File: src/rtl/hazard_ctrl.sv
// hazard_ctrl: pipeline hazard controller.
// Tracks in-flight destinations, drives forwarding, load-use stall, flush and halt drain.
module hazard_ctrl #(
    parameter  int STAGES     = 3,
    parameter  int REG_WORDS  = 32,
    parameter  int LOAD_STAGE = 2,
    localparam int RA         = $clog2(REG_WORDS),
    localparam int FWD_W      = $clog2(STAGES + 1)
) (
    input  logic             clk,
    input  logic             rst_,
    input  logic             id_valid,
    input  logic [RA-1:0]    id_r1_addr,
    input  logic [RA-1:0]    id_r2_addr,
    input  logic             id_r1_used,
    input  logic             id_r2_used,
    input  logic             id_rw_,
    input  logic [RA-1:0]    id_waddr,
    input  logic             id_sel_mem,
    input  logic             id_halt,
    input  logic             branch_taken,
    output logic [FWD_W-1:0] fwd_sel_1,
    output logic [FWD_W-1:0] fwd_sel_2,
    output logic             stall,
    output logic             flush,
    output logic             halt,
    output logic [FWD_W-1:0] inflight,
    output logic [15:0]      stall_cycles
);

    logic [STAGES:1]  r_vld;
    logic [STAGES:1]  r_wr;
    logic [STAGES:1]  r_ld;
    logic [STAGES:1]  r_hlt;
    logic [RA-1:0]    r_waddr [1:STAGES];
    logic             r_hpend;
    logic             r_halt;
    logic [15:0]      r_scnt;

    logic [FWD_W-1:0] w_sel1;
    logic [FWD_W-1:0] w_sel2;
    logic             w_lu1;
    logic             w_lu2;
    logic             w_flush;
    logic             w_stall;
    logic             w_acc;
    logic             w_s1_vld;
    logic             w_s1_wr;
    logic             w_s1_ld;
    logic             w_s1_hlt;
    logic [RA-1:0]    w_s1_waddr;

    // Youngest matching producer per operand; flag loads whose data is not ready yet
    always_comb begin
        w_sel1 = '0;
        w_sel2 = '0;
        w_lu1  = 1'b0;
        w_lu2  = 1'b0;
        for (int k = STAGES; k >= 1; k--) begin
            if (r_vld[k] && r_wr[k] && (r_waddr[k] == id_r1_addr)) begin
                w_sel1 = FWD_W'(k);
                w_lu1  = r_ld[k] && (k < LOAD_STAGE);
            end
            if (r_vld[k] && r_wr[k] && (r_waddr[k] == id_r2_addr)) begin
                w_sel2 = FWD_W'(k);
                w_lu2  = r_ld[k] && (k < LOAD_STAGE);
            end
        end
        if (!id_r1_used || (id_r1_addr == '0)) begin
            w_sel1 = '0;
            w_lu1  = 1'b0;
        end
        if (!id_r2_used || (id_r2_addr == '0)) begin
            w_sel2 = '0;
            w_lu2  = 1'b0;
        end
    end

    // Flush beats stall; a draining pipeline never stalls; stage-1 entry or bubble
    always_comb begin
        w_flush    = branch_taken;
        w_stall    = id_valid & ~w_flush & ~r_hpend & (w_lu1 | w_lu2);
        w_acc      = ~w_flush & ~w_stall & ~r_hpend;
        w_s1_vld   = w_acc & id_valid;
        w_s1_wr    = w_acc & ~id_rw_ & (id_waddr != '0);
        w_s1_ld    = w_acc & id_sel_mem;
        w_s1_hlt   = w_acc & id_halt;
        w_s1_waddr = w_acc ? id_waddr : '0;
    end

    // Shift the tracking pipeline, latch sticky halt state, count stalled cycles
    always_ff @(posedge clk or negedge rst_) begin
        if (!rst_) begin
            r_vld   <= '0;
            r_wr    <= '0;
            r_ld    <= '0;
            r_hlt   <= '0;
            for (int k = 1; k <= STAGES; k++) begin
                r_waddr[k] <= '0;
            end
            r_hpend <= 1'b0;
            r_halt  <= 1'b0;
            r_scnt  <= '0;
        end else begin
            r_vld      <= {r_vld[STAGES-1:1], w_s1_vld};
            r_wr       <= {r_wr[STAGES-1:1], w_s1_wr};
            r_ld       <= {r_ld[STAGES-1:1], w_s1_ld};
            r_hlt      <= {r_hlt[STAGES-1:1], w_s1_hlt};
            r_waddr[1] <= w_s1_waddr;
            for (int k = 2; k <= STAGES; k++) begin
                r_waddr[k] <= r_waddr[k-1];
            end
            r_hpend <= r_hpend | w_s1_hlt;
            r_halt  <= r_halt | r_hlt[STAGES];
            if (w_stall && (r_scnt != 16'hFFFF)) begin
                r_scnt <= r_scnt + 16'd1;
            end
        end
    end

    assign fwd_sel_1    = w_sel1;
    assign fwd_sel_2    = w_sel2;
    assign stall        = w_stall;
    assign flush        = w_flush;
    assign halt         = r_halt;
    assign inflight     = FWD_W'($countones(r_vld));
    assign stall_cycles = r_scnt;

endmodule

File: config.mk
export PLATFORM = sky130hd
export DESIGN_NAME = hazard_ctrl
export DESIGN_NICKNAME = d
export VERILOG_FILES = /design/src/rtl/hazard_ctrl.sv
export SDC_FILE = /design/constraint.sdc
export NUM_CORES = 1
export LEC_CHECK = 0
export BUFFER_PORTS_ARGS = -buffer_cell sky130_fd_sc_hd__buf_2
export CELL_PAD_IN_SITES_DETAIL_PLACEMENT = 1
export CELL_PAD_IN_SITES_GLOBAL_PLACEMENT = 2
export CORE_ASPECT_RATIO = 0.6
export CORE_MARGIN = 3
export CORE_UTILIZATION = 31
export CTS_CLUSTER_SIZE = 8
export DETAILED_ROUTE_END_ITERATION = 10
export PLACE_DENSITY = 0.81
export SLEW_MARGIN = 10
export SYNTH_ARGS = -nofsm -noshare
export SYNTH_HDL_FRONTEND = slang
export SYNTH_SLANG_ARGS = --single-unit
File: constraint.sdc
create_clock -name clk -period 2.1 [get_ports clk]
set_clock_uncertainty 0.15 [all_clocks]
set_input_delay 0.21 -clock clk [delete_from_list [all_inputs] [get_ports clk]]
set_output_delay 0.21 -clock clk [all_outputs]
set_load 0.02 [all_outputs]
==> impl_metrics.json, run 1 <==
{
  "outcome": "complete, but fails checks",
  "violations": "negative setup slack",
  "cts_tree": "yes",
  "cp-end-kind": "flip-flop",
  "rrSetupSlack_ns": -0.24,
  "fp.dieW_um": 113,
  "setup-tns-final_ns": -2.43,
  "cp_num_buf_inv": 1,
  "power.total_mw": 1.79,
  "setup_viol": 29,
  "hold_violations": 0,
  "io-pin-count": 49,
  "critPathLaunchType": "flip-flop",
  "die_area_um2": 7870,
  "rsz0062_at_grt": "true",
  "ctsLongestPathBuffers": 2,
  "diodes": 0,
  "dp_hpwl_mm": 4.48,
  "port_buffers": 48,
  "track_usage": 0.168,
  "syn_inst": 182,
  "fin_crit_ns": 2.34,
  "crit_end": "stall_cycles[10]",
  "clkLatencyLatePin_ns": 0.28,
  "yosysTopAreaCell": "dfrtp_1",
  "synth.area.top_cells": "dfrtp_1 (51%), xor2_1 (12%), xnor2_1 (5.8%), nor4_2 (3.6%), nand4_1 (3.0%)",
  "grt_start_max_net_pins": 44,
  "r2r_cells": 7,
  "core-area_um2": 6360,
  "syn-num-nets": 208,
  "clkTransAtPathRegs_ns": 0.06,
  "crit_path_max_fanout": 3,
  "routedWlPerCell_um": 17.8,
  "fmax_ghz": 0.427,
  "start_util": 0.332,
  "area_growth_pct": 53.4,
  "grt_pass1_vias": 1828,
  "syn_avg_cell_area_um2": 11.6,
  "vias": 1741,
  "drt_first_pass_iters": 4,
  "clkSinkCount": 43,
  "cp.depth": 7,
  "fin_cells": 361,
  "htree_levels": 2,
  "power.density_nw_per_um2": 551,
  "ir_drop_v": 0.000293,
  "totalWireLength_mm": 6.44,
  "worst_pin_slew_ns": 0.418,
  "async_flop_share": 1.00,
  "place_inst": 341,
  "cts-buffers-inserted": 5,
  "yosysMostFrequentCell": "dfrtp_1",
  "critical_path.top_delay_family": "simple AND/OR/NAND/NOR gates",
  "max_slew_margin": 0.720,
  "final_nets": 302,
  "vias_per_cell": 4.82,
  "synth_commonest_cells": "dfrtp_1 (43), xor2_1 (29), xnor2_1 (14), nand4_1 (10)",
  "period_share": 1.12,
  "max_stage_delay_ns": 0.41,
  "dieHeight_um": 69.9,
  "whs_ns": 0.0171,
  "drt_iter0_drc": 72,
  "synth_edf_count": 0,
  "hp-class": "in -> reg",
  "postRouteAntennaNets": 0,
  "num_rows": 22,
  "post-route-util": 0.510,
  "max_cap_viol_count": 0,
  "synth-seq-cells": 43,
  "slew_viol_final": 0,
  "required_ns": 2.12,
  "worstPathArrival_ns": 2.36,
  "grt_antenna_before_repair": 0,
  "place_congestion": 0.792,
  "regToRegEndpoint": "stall_cycles[10]",
  "leakagePower_nw": 1.63,
  "netlist.area_leader.share": 0.509,
  "crit_type": "reg -> reg",
  "synthDistinctLibCells": 35,
  "ys.flop_type": "dfrtp_1",
  "ys.warnings.count": 0,
  "startpoint": "r_waddr[14]",
  "root_buffer": "clkbuf_16",
  "path_cells": "xor2_1, nor4_2, nand4_1, o22a_4, buf_6, nor4b_4, mux2_4",
  "grt-ovfl-total": 0,
  "syn_area_um2": 2110,
  "grt_pass1_wl_mm": 10.3,
  "setup_ws_ns": -0.242,
  "cp_slowest_cell": "dfrtp_1",
  "r2r-start": "r_waddr[14]",
  "drc_errors": 0,
  "final_layout_size_suffix_gt1_frac": 0.502,
  "yosysSeqAreaShare": 0.509
}
==> worst min-delay path by stage <==
stage / slack (ns) / depth (start not counted) / endpoint / start
after global placement: 0.05 / 2 / stall_cycles[8] / rst_
after detailed placement: 0.05 / 2 / stall_cycles[8] / rst_
after CTS: 0.004 / 2 / r_waddr[13] / id_waddr[3]
after floorplan: -0.24 / 0 / halt / rst_
final: 0.02 / 2 / r_waddr[11] / id_waddr[1]
after global routing: 0.02 / 2 / r_waddr[11] / id_waddr[1]
==> metal layers <==
| layer | vias to the layer above | GRT usage | wire (um) |
|---|---|---|---|
| li1 | 828 | - | - |
| met5 | - | 0 | 0 |
| met4 | 0 | 0.0520 | 95 |
| met2 | 48 | 0.239 | 2810 |
| met1 | 858 | 0.258 | 3260 |
| met3 | 7 | 0.0277 | 278 |
==> cell type report <==
class / instances / area, um^2
sequential: 43 / 1080
multi-input combinational: 134 / 1270
inverter: 3 / 11.3
timing repair buffer: 89 / 622
tap: 84 / 105
clock buffer: 8 / 156
fill: 691 / 3120
==> what timing repair did <==
item | 4_1_cts | 5_1_grt
pin swaps | 24 | 32
hold buffers | 4 | 0
cloned | 0 | 0
endpoints found under the setup margin | 25 | 31
endpoints found under the hold margin | 46 | 0
gates resized for setup | 34 | 32
setup buffers | 3 | 7
==> metrics by stage <==
step	cell area, um^2	setup slack, ns
after detailed placement	2680	-0.149
after CTS	3050	-0.250
after global routing	3240	-0.372
after global placement	2680	-0.0700
after floorplan	2120	-0.00139
final	3240	-0.242
==> state kept, by name, summed over array words and instances, names as in the netlist <==
register	flops
stall_cycles	16
r_waddr	15
r_hlt	3
r_vld	3
r_wr	3
halt	1
r_hpend	1
r_ld	1
==> kinds of logic (layout without fill, tap and decap cells) <==
group,count (synthesis),count (layout),synth area share
buffers and inverters,5,100,0.0142
xor gates and xnor gates,43,43,0.178
DFF,43,43,0.509
adders and majority gates,2,2,0.0154
muxes,3,3,0.0160
and+or+nand+nor,74,74,0.229
AOI/OAI and AO/OA,12,12,0.0373
==> layout by cell type (no fill, tap or decap), drive strengths merged <==
cell         Yosys  routed
xnor2           14      14
nand3            5       5
nor3             4       4
nand2            7       7
ha               1       1
fa               1       1
nand4           10      10
a21oi            4       4
o21a             1       1
clkbuf           0       8
buf              2      85
or4              6       6
xor2            29      29
dfrtp           43      43
nor3b            2       2
or3              2       2
nor4            10      10
and2             7       7
or2              2       2
inv              3       3
nand4b           1       1
nor2b            1       1
dlygate4sd3      0       4
or2b             1       1
o22a             1       1
mux2             3       3
nand2b           5       5
o21ai            5       5
nor4b            2       2
and3             2       2
a31o             1       1
nor2             7       7
==> where the power goes <==
group          switching (mW)  internal (mW)  total (mW)
sequential            0.00148          0.831       0.833
clock                   0.308          0.506       0.814
combinational          0.0753         0.0646       0.140
Power figures use the tool's default switching activity.
==> run 2: changes to the inputs <==
--- a/config.mk
+++ b/config.mk
@@ -8,7 +8,7 @@
 export BUFFER_PORTS_ARGS = -buffer_cell sky130_fd_sc_hd__buf_2
 export CELL_PAD_IN_SITES_DETAIL_PLACEMENT = 1
 export CELL_PAD_IN_SITES_GLOBAL_PLACEMENT = 2
-export CORE_ASPECT_RATIO = 0.6
+export CORE_ASPECT_RATIO = 2
 export CORE_MARGIN = 3
 export CORE_UTILIZATION = 31
 export CTS_CLUSTER_SIZE = 8
==> constraint.sdc (replaced) <==
create_clock -name clk -period 2.1 [get_ports clk]
set_clock_uncertainty 0.15 [all_clocks]
set_input_delay 0.105 -clock clk [delete_from_list [all_inputs] [get_ports clk]]
set_output_delay 0.105 -clock clk [all_outputs]
set_load 0.02 [all_outputs]
==> impl_metrics.json, run 2 (synthesis results as in run 1) <==
{
  "outcome": "complete, but fails checks",
  "violations": "negative setup slack",
  "fmax_ghz": 0.450,
  "slew_viol_final": 0,
  "totalWireLength_mm": 6.07,
  "cts_tree": "yes",
  "worstPathArrival_ns": 2.25,
  "grt_antenna_before_repair": 0,
  "dp_hpwl_mm": 4.53,
  "worst_pin_slew_ns": 0.552,
  "hold_violations": 0,
  "leakagePower_nw": 1.52,
  "cp-end-kind": "flip-flop",
  "root_buffer": "clkbuf_16",
  "io-pin-count": 49,
  "r2r_cells": 8,
  "grt_pass1_wl_mm": 9.79,
  "htree_levels": 2,
  "start_util": 0.319,
  "intPower_mw": 1.32,
  "drt_first_pass_iters": 3,
  "power_switching_share": 0.225,
  "clkLatencyLatePin_ns": 0.29,
  "dieHeight_um": 123,
  "drt_iter0_drc": 19,
  "clkTransAtPathRegs_ns": 0.06,
  "die_area_um2": 7900,
  "fp.dieW_um": 64.4,
  "p_clk_frac": 0.441,
  "critPathLaunchType": "flip-flop",
  "hp-class": "in -> reg",
  "p_switching_mw": 0.384,
  "most-common-layout-cells": "dfrtp_1 (43), buf_2 (43), xor2_1 (28), buf_4 (23), xnor2_1 (14)",
  "grt_start_max_net_pins": 44,
  "rsz0062_at_grt": "true",
  "setup_ws_ns": -0.123,
  "period_share": 1.06,
  "place_congestion": 0.806,
  "required_ns": 2.13,
  "place_area_um2": 2610,
  "num_rows": 42,
  "setup_viol": 12,
  "vias": 1745,
  "fin_crit_ns": 2.22,
  "diodes": 0,
  "postRouteAntennaNets": 0,
  "grt_pass1_vias": 1923,
  "ir_drop_v": 0.000315,
  "power.total_mw": 1.71,
  "area_growth_pct": 45.6,
  "grt-ovfl-total": 0,
  "track_usage": 0.168,
  "drc_errors": 0,
  "final_nets": 297,
  "seqPwrFrac": 0.487,
  "max_slew_margin": 0.632,
  "max_cap_viol_count": 0,
  "crit_path_max_fanout": 7,
  "final_layout_size_suffix_gt1_frac": 0.404,
  "ctsLongestPathBuffers": 2,
  "p_comb_frac": 0.072,
  "port_buffers": 48,
  "cts-buffers-inserted": 5,
  "stdcell_area_um2": 3080,
  "largest_reg_flops": 16,
  "vias_per_cell": 4.85,
  "core-area_um2": 6620,
  "crit_type": "reg -> reg",
  "power.density_nw_per_um2": 556,
  "place_ws_ns": -0.150,
  "hold_depth": 3,
  "clkSinkCount": 43,
  "routedWlPerCell_um": 16.8
}
==> run 2: cell count changes in the layout (fill, tap and decap cells not counted), moves of 3 or more <==
cell / delta
dlygate4sd3_1: +7
and2_1: +6
buf_6: -4
and2_4: -6
buf_4: -6
nor2_1: +3
==> run 2: layer usage <==
layer	track usage	share of wire	up-vias
met1	0.156	0.32	878
met3	0.0238	0.026	13
met4	0.0914	0.032	0
met2	0.335	0.62	39
li1	-	-	815
met5	0	0	-
==> run 2: timing repair <==
item,4_1_cts,5_1_grt
hold buffers,11,0
endpoints found under the hold margin,53,0
setup buffers,5,4
resized for setup,22,15
setup endpoints to repair,12,31
pin swaps,23,16
==> run 2: power by group through the flow <==
| stage | logic, mW | clock network (mW) | registers [mW] |
|---|---|---|---|
| floorplan | 0.0337 | 0 | 0.852 |
| global placement | 0.102 | 0 | 0.848 |
| detailed placement | 0.104 | 0 | 0.848 |
| CTS | 0.122 | 0.779 | 0.832 |
| global route | 0.138 | 0.817 | 0.832 |
| finish | 0.123 | 0.753 | 0.832 |
==> run 2: path summary, 6_finish.rpt <==
kind | startpoint | to | slack [ns]
max | r_waddr[14] | r_hpend | -0.12
max reg2reg | r_waddr[14] | r_hpend | -0.12
min | branch_taken | r_vld[1] | 0.06
max in group asynchronous | rst_ | r_hlt[3] | 1.14
min reg2reg | r_hlt[1] | r_hlt[2] | 0.21
min in group asynchronous | rst_ | stall_cycles[15] | 0.27
==> run 2: area by class of cell <==
type	instances	area, um^2
Fill cell	770	3550
Multi-Input combinational cell	134	1160
Sequential cell	43	1080
Timing Repair Buffer	84	577
Clock buffer	6	129
Tap cell	88	110
Clock inverter	2	12.5
Inverter	3	11.3
==> run 2: per-stage QoR <==
| stage | instances | utilization | hold slack, ns | setup TNS, ns |
|---|---|---|---|---|
| detailed placement | 335 | 0.393 | 0.0644 | -0.620 |
| floorplan | 182 | - | -0.341 | -0.00139 |
| finish | 360 | 0.464 | 0.0582 | -0.820 |
| global route | 360 | 0.464 | 0.0726 | -2.78 |
| CTS | 357 | 0.450 | 0.0314 | -0.496 |
| global placement | 335 | 0.393 | 0.0557 | -0.505 |
==> run 2: critical path, stage by stage, from the launching register on <==
cell	delay (ns)
dfrtp_1	0.40
xor2_1	0.17
nor4_1	0.28
nand4_1	0.18
o22a_4	0.30
nand2b_4	0.18
buf_4	0.14
buf_6	0.11
a31o_4	0.20
==> run 3: changes to the inputs <==
--- a/config.mk
+++ b/config.mk
@@ -13,6 +13,7 @@
 export CORE_UTILIZATION = 31
 export CTS_CLUSTER_SIZE = 8
 export DETAILED_ROUTE_END_ITERATION = 10
+export GPL_TIMING_DRIVEN = 0
 export PLACE_DENSITY = 0.81
 export SLEW_MARGIN = 10
 export SYNTH_ARGS = -nofsm -noshare
==> impl_metrics.json, run 3 (synthesis results as in run 1) <==
{
  "r2r_cells": 8,
  "regToRegEndpoint": "r_hpend",
  "fillers": 759,
  "routed.top_layer": "met4",
  "max_cap_viol_count": 0,
  "place_congestion": 0.788,
  "diodes": 0,
  "clkTransAtPathRegs_ns": 0.06,
  "setup_viol": 19,
  "vias": 1679,
  "crit_type": "reg -> out",
  "most-common-layout-cells": "buf_2 (44), dfrtp_1 (41), xor2_1 (28), xnor2_1 (14), buf_4 (13)",
  "area_growth_pct": 43.8,
  "grt-ovfl-total": 0,
  "route.met3.wl_um": 191,
  "largest_reg_flops": 16,
  "p_clk_frac": 0.450,
  "hold_violations": 0,
  "vias_per_cell": 4.82,
  "p_switching_mw": 0.399,
  "die_area_um2": 7900,
  "outcome": "complete, but fails checks",
  "totalWireLength_mm": 5.81,
  "required_ns": 1.85,
  "postRouteAntennaNets": 0,
  "mostFrequentLayoutCell": "buf_2",
  "setup_ws_ns": -0.178,
  "track_usage": 0.158,
  "worstPathArrival_ns": 2.02,
  "fmax_ghz": 0.439,
  "root_buffer": "clkbuf_16",
  "hp-start": "branch_taken",
  "met2_length_mm": 3.49,
  "power.density_nw_per_um2": 569,
  "power.total_mw": 1.73,
  "fin_cells": 348,
  "dp_hpwl_mm": 4.10,
  "hold_depth": 3,
  "grt_start_max_net_pins": 44,
  "num_rows": 42,
  "grt_pass1_wl_mm": 9.34,
  "place_area_um2": 2470,
  "routedWlPerCell_um": 16.7,
  "drt_iter0_drc": 43,
  "clkLatencyLatePin_ns": 0.29,
  "power_switching_share": 0.231,
  "intPower_mw": 1.33,
  "port_buffers": 48,
  "drc_errors": 0,
  "htree_levels": 2,
  "grt_antenna_before_repair": 0,
  "drt-met1-wl_mm": 2.01,
  "grt_pass1_vias": 1867,
  "final_nets": 285,
  "cts_tree": "yes",
  "hp-class": "in -> reg",
  "drt_first_pass_iters": 4,
  "cp-end-kind": "primary output",
  "worst_pin_slew_ns": 0.970,
  "rsz0062_at_grt": "true",
  "stdcell_area_um2": 3040,
  "crit_path_max_fanout": 8,
  "period_share": 1.08,
  "p_comb_frac": 0.069,
  "violations": "negative setup slack",
  "seqPwrFrac": 0.482,
  "final_layout_size_suffix_gt1_frac": 0.400,
  "max_slew_margin": 0.354,
  "clkSinkCount": 43,
  "post-route-util": 0.459,
  "r2r-start": "r_waddr[12]",
  "fp.dieW_um": 64.4,
  "place_ws_ns": -0.480,
  "core-area_um2": 6620,
  "holdPathEnd": "r_vld[1]",
  "ir_drop_v": 0.000603,
  "dieHeight_um": 123,
  "cts-buffers-inserted": 5,
  "place_inst": 318,
  "io-pin-count": 49,
  "rrSetupSlack_ns": -0.16,
  "slew_viol_final": 0,
  "leakagePower_nw": 1.52,
  "ctsLongestPathBuffers": 2,
  "fin_crit_ns": 2.28,
  "critPathLaunchType": "flip-flop",
  "start_util": 0.319
}
## run 3: cell types whose count changed in the layout (fill, tap and decap cells not counted), moves of 2 or more
| cell | delta |
|---|---|
| dfrtp_2 | +2 |
| buf_4 | -10 |
| nor4_4 | +2 |
| dfrtp_1 | -2 |
| a21oi_2 | -2 |
| a21oi_1 | +2 |
| clkinv_4 | +2 |
| nor3_1 | -2 |
| buf_6 | -4 |
## run 3: per-stage QoR
stage	hold slack, ns	setup TNS (ns)
after floorplan	-0.341	-0.00139
after global placement	0.123	-6.86
after detailed placement	0.130	-7.10
after CTS	0.0292	-3.37
after global routing	0.104	-4.33
final	0.0614	-1.25
## run 3: per-layer routing
layer,global-route usage,vias up
met3,0.0284,7
met4,0.0675,0
met2,0.315,33
met5,0,-
met1,0.152,846
li1,-,793
## run 3: cell type report
class,count,area [um^2],share of cell area
Clock inverter,3,25.0,0.00824
Multi-Input combinational cell,134,1200,0.397
Inverter,3,11.3,0.00371
Buffer,2,27.5,0.00906
Tap cell,88,110,0.0363
Timing Repair Buffer,70,454,0.150
Clock buffer,5,125,0.0412
Sequential cell,43,1080,0.355
## run 3: power by group through the flow
stage	combinational [mW]	clock (mW)	sequential [mW]
after floorplan	0.0337	0	0.852
after global placement	0.0985	0	0.848
after detailed placement	0.100	0	0.848
after CTS	0.119	0.803	0.832
after global routing	0.133	0.837	0.832
final	0.119	0.777	0.832
## run 3: timing repair
item                       in CTS  in global routing
pin swaps                      20                 14
buffers inserted               10                  1
setup endpoints to repair      29                 31
gates resized for setup        23                 20
hold endpoints to repair       53                  0
hold buffers                   11                  0
## run 3: worst max path at each step
stage | from | endpoint | depth (start not counted)
6_report | r_waddr[12] | stall | 7
5_1_grt | r_waddr[14] | stall | 7
4_1_cts | r_waddr[12] | stall | 7
3_5_place_dp | r_waddr[13] | stall_cycles[14] | 6
3_3_place_gp | r_waddr[14] | stall_cycles[14] | 6
2_1_floorplan | r_waddr[11] | stall_cycles[10] | 6
## run 3: worst max-delay path, cell delays in order (launching register included)
cell and delay [ns]:
dfrtp_1 0.41, xor2_1 0.16, nor4_2 0.34, nand4_1 0.18
o22a_4 0.30, nand2b_4 0.17, inv_2 0.06, buf_6 0.11
